===== src/rtl/pwm_capture.sv =====
// pwm_capture: measures high time and rise-to-rise period of an asynchronous
// PWM line in clk cycles. One width/period pair is published per complete
// cycle, with a range check on the high time and a sticky dead-line timeout.
//
//  state | meaning
//  IDLE  | no measurement running; waiting for a rising edge
//  HIGH  | line high; cnt counts the high time since the last rise
//  LOW   | line low; cnt keeps counting toward the next rise (period)
module pwm_capture #(
    parameter int CNT_W   = 32,
    parameter int TIMEOUT = 4000000,
    parameter int MIN_W   = 50000,
    parameter int MAX_W   = 250000
) (
    input  logic             clk,
    input  logic             reset,
    input  logic             pwm_in,
    output logic [CNT_W-1:0] width,
    output logic [CNT_W-1:0] period,
    output logic             valid,
    output logic             in_range,
    output logic             timeout,
    output logic             active
);

    typedef enum logic [1:0] {IDLE, HIGH, LOW} state_t;

    localparam logic [CNT_W-1:0] TO_C  = CNT_W'(TIMEOUT);
    localparam logic [CNT_W-1:0] MIN_C = CNT_W'(MIN_W);
    localparam logic [CNT_W-1:0] MAX_C = CNT_W'(MAX_W);
    localparam logic [CNT_W-1:0] ONE   = CNT_W'(1);

    state_t           state, state_nx;
    logic             s1, s2, prev;
    logic             rise, fall, at_to;
    logic [CNT_W-1:0] cnt, cnt_nx, cnt_inc;
    logic [CNT_W-1:0] hi_lat, hi_lat_nx;
    logic [CNT_W-1:0] width_nx, period_nx;
    logic             valid_nx, in_range_nx, timeout_nx;

    // Synchronizer and edge history; preset high so a line already high at
    // reset release does not look like a rising edge.
    always_ff @(posedge clk) begin
        if (reset) begin
            s1   <= 1'b1;
            s2   <= 1'b1;
            prev <= 1'b1;
        end else begin
            s1   <= pwm_in;
            s2   <= s1;
            prev <= s2;
        end
    end

    assign rise  = s2 & ~prev;
    assign fall  = ~s2 & prev;
    assign at_to = (cnt >= TO_C);
    // Saturate so the counter can never wrap, even if an edge beats the timeout.
    assign cnt_inc = at_to ? cnt : cnt + ONE;
    assign active  = (state == HIGH) || (state == LOW);

    // State, counter and published results register.
    always_ff @(posedge clk) begin
        if (reset) begin
            state    <= IDLE;
            cnt      <= '0;
            hi_lat   <= '0;
            width    <= '0;
            period   <= '0;
            valid    <= 1'b0;
            in_range <= 1'b0;
            timeout  <= 1'b0;
        end else begin
            state    <= state_nx;
            cnt      <= cnt_nx;
            hi_lat   <= hi_lat_nx;
            width    <= width_nx;
            period   <= period_nx;
            valid    <= valid_nx;
            in_range <= in_range_nx;
            timeout  <= timeout_nx;
        end
    end

    // Next-state and measurement logic; an edge always takes priority over timeout.
    always_comb begin
        state_nx    = state;
        cnt_nx      = cnt;
        hi_lat_nx   = hi_lat;
        width_nx    = width;
        period_nx   = period;
        valid_nx    = 1'b0;
        in_range_nx = in_range;
        timeout_nx  = timeout;
        case (state)
            IDLE: begin
                cnt_nx = '0;
                if (rise) begin
                    state_nx = HIGH;
                    cnt_nx   = ONE;
                end
            end
            HIGH: begin
                if (fall) begin
                    hi_lat_nx = cnt;
                    cnt_nx    = cnt_inc;
                    state_nx  = LOW;
                end else if (at_to) begin
                    cnt_nx     = '0;
                    timeout_nx = 1'b1;
                    state_nx   = IDLE;
                end else begin
                    cnt_nx = cnt_inc;
                end
            end
            LOW: begin
                if (rise) begin
                    width_nx    = hi_lat;
                    period_nx   = cnt;
                    in_range_nx = (hi_lat >= MIN_C) && (hi_lat <= MAX_C);
                    valid_nx    = 1'b1;
                    timeout_nx  = 1'b0;
                    cnt_nx      = ONE;
                    state_nx    = HIGH;
                end else if (at_to) begin
                    cnt_nx     = '0;
                    timeout_nx = 1'b1;
                    state_nx   = IDLE;
                end else begin
                    cnt_nx = cnt_inc;
                end
            end
            default: begin
                cnt_nx   = '0;
                state_nx = IDLE;
            end
        endcase
    end

endmodule


===== config.mk =====
export PLATFORM = sky130hd
export DESIGN_NAME = pwm_capture
export DESIGN_NICKNAME = d
export VERILOG_FILES = /design/src/rtl/pwm_capture.sv
export SDC_FILE = /design/constraint.sdc
export NUM_CORES = 1
export LEC_CHECK = 0
export ABC_AREA = 1
export CORE_ASPECT_RATIO = 0.75
export CORE_MARGIN = 10
export CORE_UTILIZATION = 25
export DETAILED_ROUTE_END_ITERATION = 8
export GPL_TIMING_DRIVEN = 0
export REMOVE_ABC_BUFFERS = 1
export SYNTH_ARGS = -nofsm -noshare
export SYNTH_HDL_FRONTEND = slang
export SYNTH_SLANG_ARGS = --single-unit

===== constraint.sdc =====
create_clock -name clk -period 4.3 [get_ports clk]
set_input_delay 0.86 -clock clk [delete_from_list [all_inputs] [get_ports clk]]
set_output_delay 0.86 -clock clk [all_outputs]
set_load 0.05 [all_outputs]

**After elaboration in Yosys (flattened, before gate mapping)**

Cells that the tools add are included.

- Register bits: 136
- Input port bits: 3
- Output and inout bits: 68
- Logic and storage cells: 48

- $add $sub $neg: 1
- Order comparisons: 3
- Eq/ne operators: 4
- Muxes and demuxes: 16
- Bitwise gates (word level): 5
- Reduce and logical (&&, ||, !) cells: 8

Operator list:

| operator | number |
|---|---|
| two-way mux 32 bit | 4 |
| case mux 32 bit (3 select lines) | 1 |
| adder 32 x 1 -> 32 bit, second input constant | 1 |
| greater-or-equal comparator 32 x 16 -> 1 bit, second input constant | 1 |
| greater-or-equal comparator 32 x 22 -> 1 bit, second input constant | 1 |
| less-or-equal comparator 32 x 18 -> 1 bit, second input constant | 1 |
| two-way mux 2 bit | 4 |
| case mux 2 bit (3 select lines) | 1 |
| AND reduction 2 bit | 3 |
| two-way mux 1 bit | 5 |
| != test 2 bit, second input constant | 2 |
| inverter 1 bit | 3 |
| AND 1 bit | 2 |
| == test 2 x 1 -> 1 bit, second input constant | 1 |
| == test 2 bit, second input constant | 1 |
| logical NOT 2 bit | 1 |
| case mux 1 bit (2 select lines) | 1 |
| nonzero test 2 bit | 1 |
| OR reduction 2 bit | 1 |
| logical AND 1 bit | 1 |
| logical OR 1 bit | 1 |

**Logic depth before layout (Yosys ltp)**

Gate-level depths: netlist of the first run.

- Depth after elaboration: 5
- Gate-level depth with buffers: 12
- Mapped depth without buffers: 11

**Worst setup path before layout of the first run**

No wires, ideal clock.

- Path type: reg2out
- Start point: register state[1]
- End point: output port active
- Arrival time: 0.981 ns
- Required time: 3.440 ns
- Setup slack: 2.459 ns
- Stages on the path, launching flop included: 3
- Path buffers: 0
- Cell sequence: dfxtp_1 inv_1 ha_1

- Cells in the longest elaborated chain, start to end: 2

Ends and longest elaborated chain:

| item | line | source |
|---|---|---|
| start, declared | 33 | `state_t state, state_nx;` |
| start signal, assigned | 74 | `state <= state_nx;` |
| == test 2 x 1 -> 1 bit / == test 2 bit (equally long branches) | 60 | `assign active = (state == HIGH) \|\| (state == LOW);` |
| logical OR 1 bit * | 60 |  |
| end, declared | 23 | `output logic active` |

Mark *: on every way between the ends. The rest lies on a longest branch, timed or not.

**Worst setup path in the final report of the first run**

Ends and elaborated chain as after synthesis.

==> results of run 1 <==
[Yosys cell counts]
| library cell | instances |
|---|---|
| clkbuf_1 | 15 |
| a21oi_1 | 79 |
| dfxtp_1 | 136 |
| buf_2 | 14 |
| o21ai_1 | 7 |
| buf_4 | 2 |
| nand2_2 | 2 |
| nand4_1 | 3 |
| nor2_4 | 1 |
| nand2_4 | 3 |
| o21bai_1 | 1 |
| xor2_1 | 14 |
| o211ai_1 | 1 |
| buf_6 | 4 |
| nor2_1 | 107 |
| nor2_2 | 20 |
| buf_1 | 2 |
| nand3_1 | 16 |
| nand2_1 | 127 |
| ha_1 | 7 |
| nor3_1 | 7 |
| nand3_2 | 2 |
| o21ai_0 | 101 |
| inv_2 | 10 |
| and3_1 | 1 |
| or2_2 | 2 |
| inv_1 | 53 |
[final cells by class]
class	count	area, sq um
clock buffer	23	488.0
tap	294	367.9
timing repair buffer	73	760.7
inverter	63	236.5
clock inverter	9	138.9
fill	2315	14820
sequential	136	2723
multi-input combinational	501	2400
[power groups by stage]
stage / Clock, mW / Combinational (mW) / Sequential (mW)
finish: 1.53 / 0.0421 / 1.27
global route: 1.61 / 0.0475 / 1.27
CTS: 1.56 / 0.0426 / 1.27
detailed placement: 0 / 0.0424 / 1.29
global placement: 0 / 0.0405 / 1.29
floorplan: 0 / 0.0250 / 1.29
[logic make-up (layout without fill, tap and decap cells)]
logic type | count (synthesis) | in the layout | synth area share
and+or+nand+nor | 291 | 291 | 0.2224
AOI/OAI and AO/OA | 189 | 189 | 0.1714
buffers and inverters | 100 | 168 | 0.07758
adders and majority gates | 7 | 7 | 0.01579
DFF | 136 | 136 | 0.4908
xor gates and xnor gates | 14 | 14 | 0.02210
[per-stage QoR]
step / instance area [sq um] / power (mW) / worst slack (ns)
floorplan: 5354 / 1.318 / 1.614
global placement: 6422 / 1.334 / 0.1270
detailed placement: 6487 / 1.336 / 1.331
CTS: 7114 / 2.867 / 1.340
global route: 7114 / 2.924 / 1.230
finish: 7114 / 2.841 / 1.360
[worst paths after layout]
path	to	cells after the start	slack [ns]	start
hold / removal	s2	1	0.41	s1
hold reg to reg	s2	1	0.41	s1
setup / recovery	active	3	1.36	state[1]
setup reg to reg	cnt[1]	8	1.52	state[1]
[state kept, by name, indices dropped and copies added, names as in the netlist]
name      flops
cnt          32
hi_lat       32
in_range      1
period       32
prev          1
s1            1
s2            1
state         2
timeout       1
valid         1
width        32
[routing by layer]
metal | wire, um | up-vias | global-route usage
li1 | - | 2505 | -
met1 | 7578 | 2157 | 0.1444
met2 | 5913 | 92 | 0.1445
met3 | 975 | 12 | 0.03715
met4 | 107 | 0 | 0.02282
met5 | 0 | - | 0
==> flow_metrics.tcl, run 1 <==
set metrics [dict create \
    clkSinkCount 136 \
    ir_worst_vdd_mv 0.2586 \
    p_sw_mw 0.5848 \
    synth_top_cell_area_share 0.4908 \
    clock-root-buffer "clkbuf_16" \
    num-nets-final 802 \
    grt_pass1_wl_mm 23.52 \
    fin_crit_ns 2.940 \
    worst_slew_margin_rel 0.3953 \
    dp.cells 1067 \
    area_delta_synth_final_pct 28.24 \
    die_x_um 192.0 \
    start_util 0.2529 \
    ctsResizeCount 0 \
    synth.ff_latch_count 136 \
    clk_pin_slew_ns 0.06 \
    postCtsSetupBuffers 0 \
    place.gp.congestion 0.8488 \
    antenna_found_initial 0 \
    hp-class "reg2reg" \
    setup_viol 0 \
    drt-wirelength-per-cell_um 13.26 \
    ys_seq_area_frac 0.4908 \
    drive_above_1_share 0.09317 \
    io_pins 71 \
    rsz0062_at_grt "no" \
    vias_per_cell 4.337 \
    via_count 4766 \
    pwr-share-seq 0.446 \
    drtIter0Drc 334 \
    worstSetupStartpointType "flop" \
    switching_share 0.2059 \
    p_comb_frac 0.015 \
    tns_ns 0 \
    netlist_area_sq_um 5548 \
    h-tree-depth 4 \
    skew_ns 0.01284 \
    clk_latency_ns 0.41 \
    critPathCaptureType "primary output" \
    grt_max_degree 55 \
    synth.yosys.warnings 0 \
    p_leak_nw 2.712 \
    synth_area_leaders "dfxtp_1, o21ai_0, nand2_1, nor2_1, a21oi_1" \
    crit_family "buffers and inverters" \
    drt_wl_total_mm 14.57 \
    postCtsHoldBufs 0 \
    path_cells "inv_1 > ha_1 > clkdlybuf4s50_1" \
    num_antenna_cells 0 \
    critical_path_class "reg2out" \
    ant_nets 0 \
    post_synth_num_cell_types 27 \
    max-cap-violations 0 \
    final_hold_viol_count 0 \
    path_buf_inv 2 \
    maxSlewViolCount 0 \
    final_cell_mix "dfxtp_1, nand2_1, nor2_1, o21ai_0, a21oi_1" \
    slowest_stage "clkdlybuf4s50_1" \
    grt_overflow_total 0 \
    cp_max_fo 5 \
    post-route-period-util 0.6837 \
    required_ns 3.44 \
    critPathMaxStageDelay_ns 0.82 \
    fin_cells 1099 \
    timing.hold.ws_ns 0.4118 \
    clk_path_buf_depth 2 \
    tightest_slew_ns 0.9061 \
    dieArea_sq_um 28610 \
    grt_pass1_vias 4470 \
    fin_util 0.3243 \
    synth.avg_cell_area_sq_um 7.528 \
    cp.arrival_ns 2.08 \
    dpl.hpwl_mm 10.42 \
    cts_tree "done" \
    rows 47 \
    status "complete, no violations" \
    drc 0 \
    cts_buffers 17 \
    final_common_cell "dfxtp_1" \
    netlist_instances 737 \
    fp.dieH_um 149.0 \
    yosysTopAreaCell "dfxtp_1" \
    core_sq_um 21930 \
    intPower_mw 2.256 \
    fmax_mhz 340.1 \
    p_per_area_nw_per_um2 399.3 \
    pwr-share-clk 0.540 \
    track_usage 0.1024 \
    io_buffer_count 70 \
    firstDrtPassIters 5 \
]
Power figures use the tool's default switching activity.
==> inputs of run 2 (changes only) <==
==> constraint.sdc (replaced) <==
create_clock -name clk -period 2.75 [get_ports clk]
set_input_delay 0.55 -clock clk [delete_from_list [all_inputs] [get_ports clk]]
set_output_delay 0.55 -clock clk [all_outputs]
set_load 0.05 [all_outputs]
==> run 2 against run 1 <==
Clock skew fell by 0.00080 ns. Routed wire length increased by 1.5%. Utilization grew 0.051 points. Via count grew 0.63%. First-iteration DRC count is 6.0% lower. Largest power group unchanged. Critical path type unchanged. Setup slack lost 1.2 ns.
==> flow_metrics.tcl, run 2 (synthesis results as in run 1) <==
set metrics [dict create \
    status "complete, no violations" \
    cts_buffers 17 \
    die_x_um 192.0 \
    h-tree-depth 4 \
    track_usage 0.1024 \
    critPathMaxStageDelay_ns 0.82 \
    slowest_stage "clkdlybuf4s50_1" \
    ant_nets 0 \
    clk_pin_slew_ns 0.06 \
    place.gp.congestion 0.8488 \
    ir_worst_vdd_mv 0.4075 \
    fin_util 0.3249 \
    clkSinkCount 136 \
    start_util 0.2529 \
    cts_tree "done" \
    maxSlewViolCount 0 \
    p_leak_nw 2.702 \
    multi_input_area_sq_um 2400 \
    drc 0 \
    path_cells "inv_1 > ha_1 > clkdlybuf4s50_1" \
    drt-wirelength-per-cell_um 13.44 \
    final_hold_viol_count 0 \
    grt_max_degree 55 \
    num-nets-final 803 \
    fmax_mhz 379.2 \
    clk_path_buf_depth 2 \
    dieArea_sq_um 28610 \
    cp.arrival_ns 2.09 \
    required_ns 2.20 \
    final_cell_mix "dfxtp_1, nand2_1, nor2_1, o21ai_0, a21oi_1" \
    fp.dieH_um 149.0 \
    grt_pass1_vias 4470 \
    core_sq_um 21930 \
    rsz0062_at_grt "no" \
    io_pins 71 \
    seq_area_sq_um 2723 \
    post-route-period-util 0.9589 \
    cp_max_fo 5 \
    grt_overflow_total 0 \
    p_per_area_nw_per_um2 623.6 \
    tns_ns 0 \
    critPathCaptureType "primary output" \
    drt_wl_total_mm 14.79 \
    grt_pass1_wl_mm 23.52 \
    setup_viol 0 \
    dpl.hpwl_mm 10.42 \
    clock-root-buffer "clkbuf_16" \
    vias_per_cell 4.360 \
    via_count 4796 \
    antenna_found_initial 0 \
    clk_latency_ns 0.42 \
    area_delta_synth_final_pct 28.44 \
    worst_slew_margin_rel 0.4032 \
    critical_path_class "reg2out" \
    rows 47 \
    max-cap-violations 0 \
    firstDrtPassIters 5 \
    hp-class "reg2reg" \
    worstSetupStartpointType "flop" \
    final_common_cell "dfxtp_1" \
    drive_above_1_share 0.09553 \
    fillers 2318 \
    drtIter0Drc 314 \
    tightest_slew_ns 0.8942 \
    num_antenna_cells 0 \
    skew_ns 0.01204 \
    io_buffer_count 70 \
    power_mw 4.444 \
    fin_crit_ns 2.637 \
]
-- run 2: cell types whose count changed in the layout (fill, tap and decap cells not counted), sizes merged --
| cell | delta |
|---|---|
| clkinvlp | +2 |
| inv | -1 |
-- run 2: worst max-delay path: cells and delay by family, from the launching register on --
kind,cells,cell delay [ns]
buffers and inverters,2,0.91
flip-flops,1,0.42
adder cells (fa/ha/maj),1,0.34
-- run 2: what timing repair did --
action | 4_1_cts | 5_1_grt
cloned | 0 | 1
gates resized for setup | 1 | 1
hold buffers | 0 | 0
setup buffers | 0 | 0
endpoints found under the setup margin | 1 | 16
-- run 2: power breakdown --
part / internal, mW / switching, mW / total (mW)
clock network: 1.53 / 0.866 / 2.40
registers: 1.98 / 0.00343 / 1.98
logic: 0.0193 / 0.0472 / 0.0665
-- run 2: through the flow --
stage	setup WS [ns]	hold slack (ns)	cells	area [sq um]
after CTS	0.1004	0.4144	1099	7118
after floorplan	0.06423	0.3895	700	5354
after detailed placement	-0.02454	0.3990	1067	6487
final	0.1130	0.4137	1100	7126
after global routing	0.01232	0.4377	1100	7126
after global placement	-1.113	0.3958	1064	6422
-- run 2: path summary, 6_finish.rpt --
| check | from | end | slack [ns] | cells past startpoint |
|---|---|---|---|---|
| max | state[1] | active | 0.11 | 3 |
| min | s1 | s2 | 0.41 | 1 |
| max reg2reg | state[1] | cnt[1] | 0.31 | 8 |
| min reg2reg | s1 | s2 | 0.41 | 1 |
-- run 2: area by class of cell --
cell class	instances	area share
Multi-Input combinational cell	501	0.3368
Timing Repair Buffer	73	0.1068
Sequential cell	136	0.3821
Timing Repair inverter	1	0.001054
Clock buffer	23	0.06848
Tap cell	294	0.05162
Inverter	63	0.03371
Clock inverter	9	0.01949
-- run 2: routing by layer --
layer | vias to the layer above | GRT usage | part of all wire
met2 | 126 | 0.1445 | 0.40
li1 | 2503 | - | -
met4 | 0 | 0.02282 | 0.0080
met5 | - | 0 | 0
met3 | 12 | 0.03715 | 0.080
met1 | 2155 | 0.1444 | 0.51
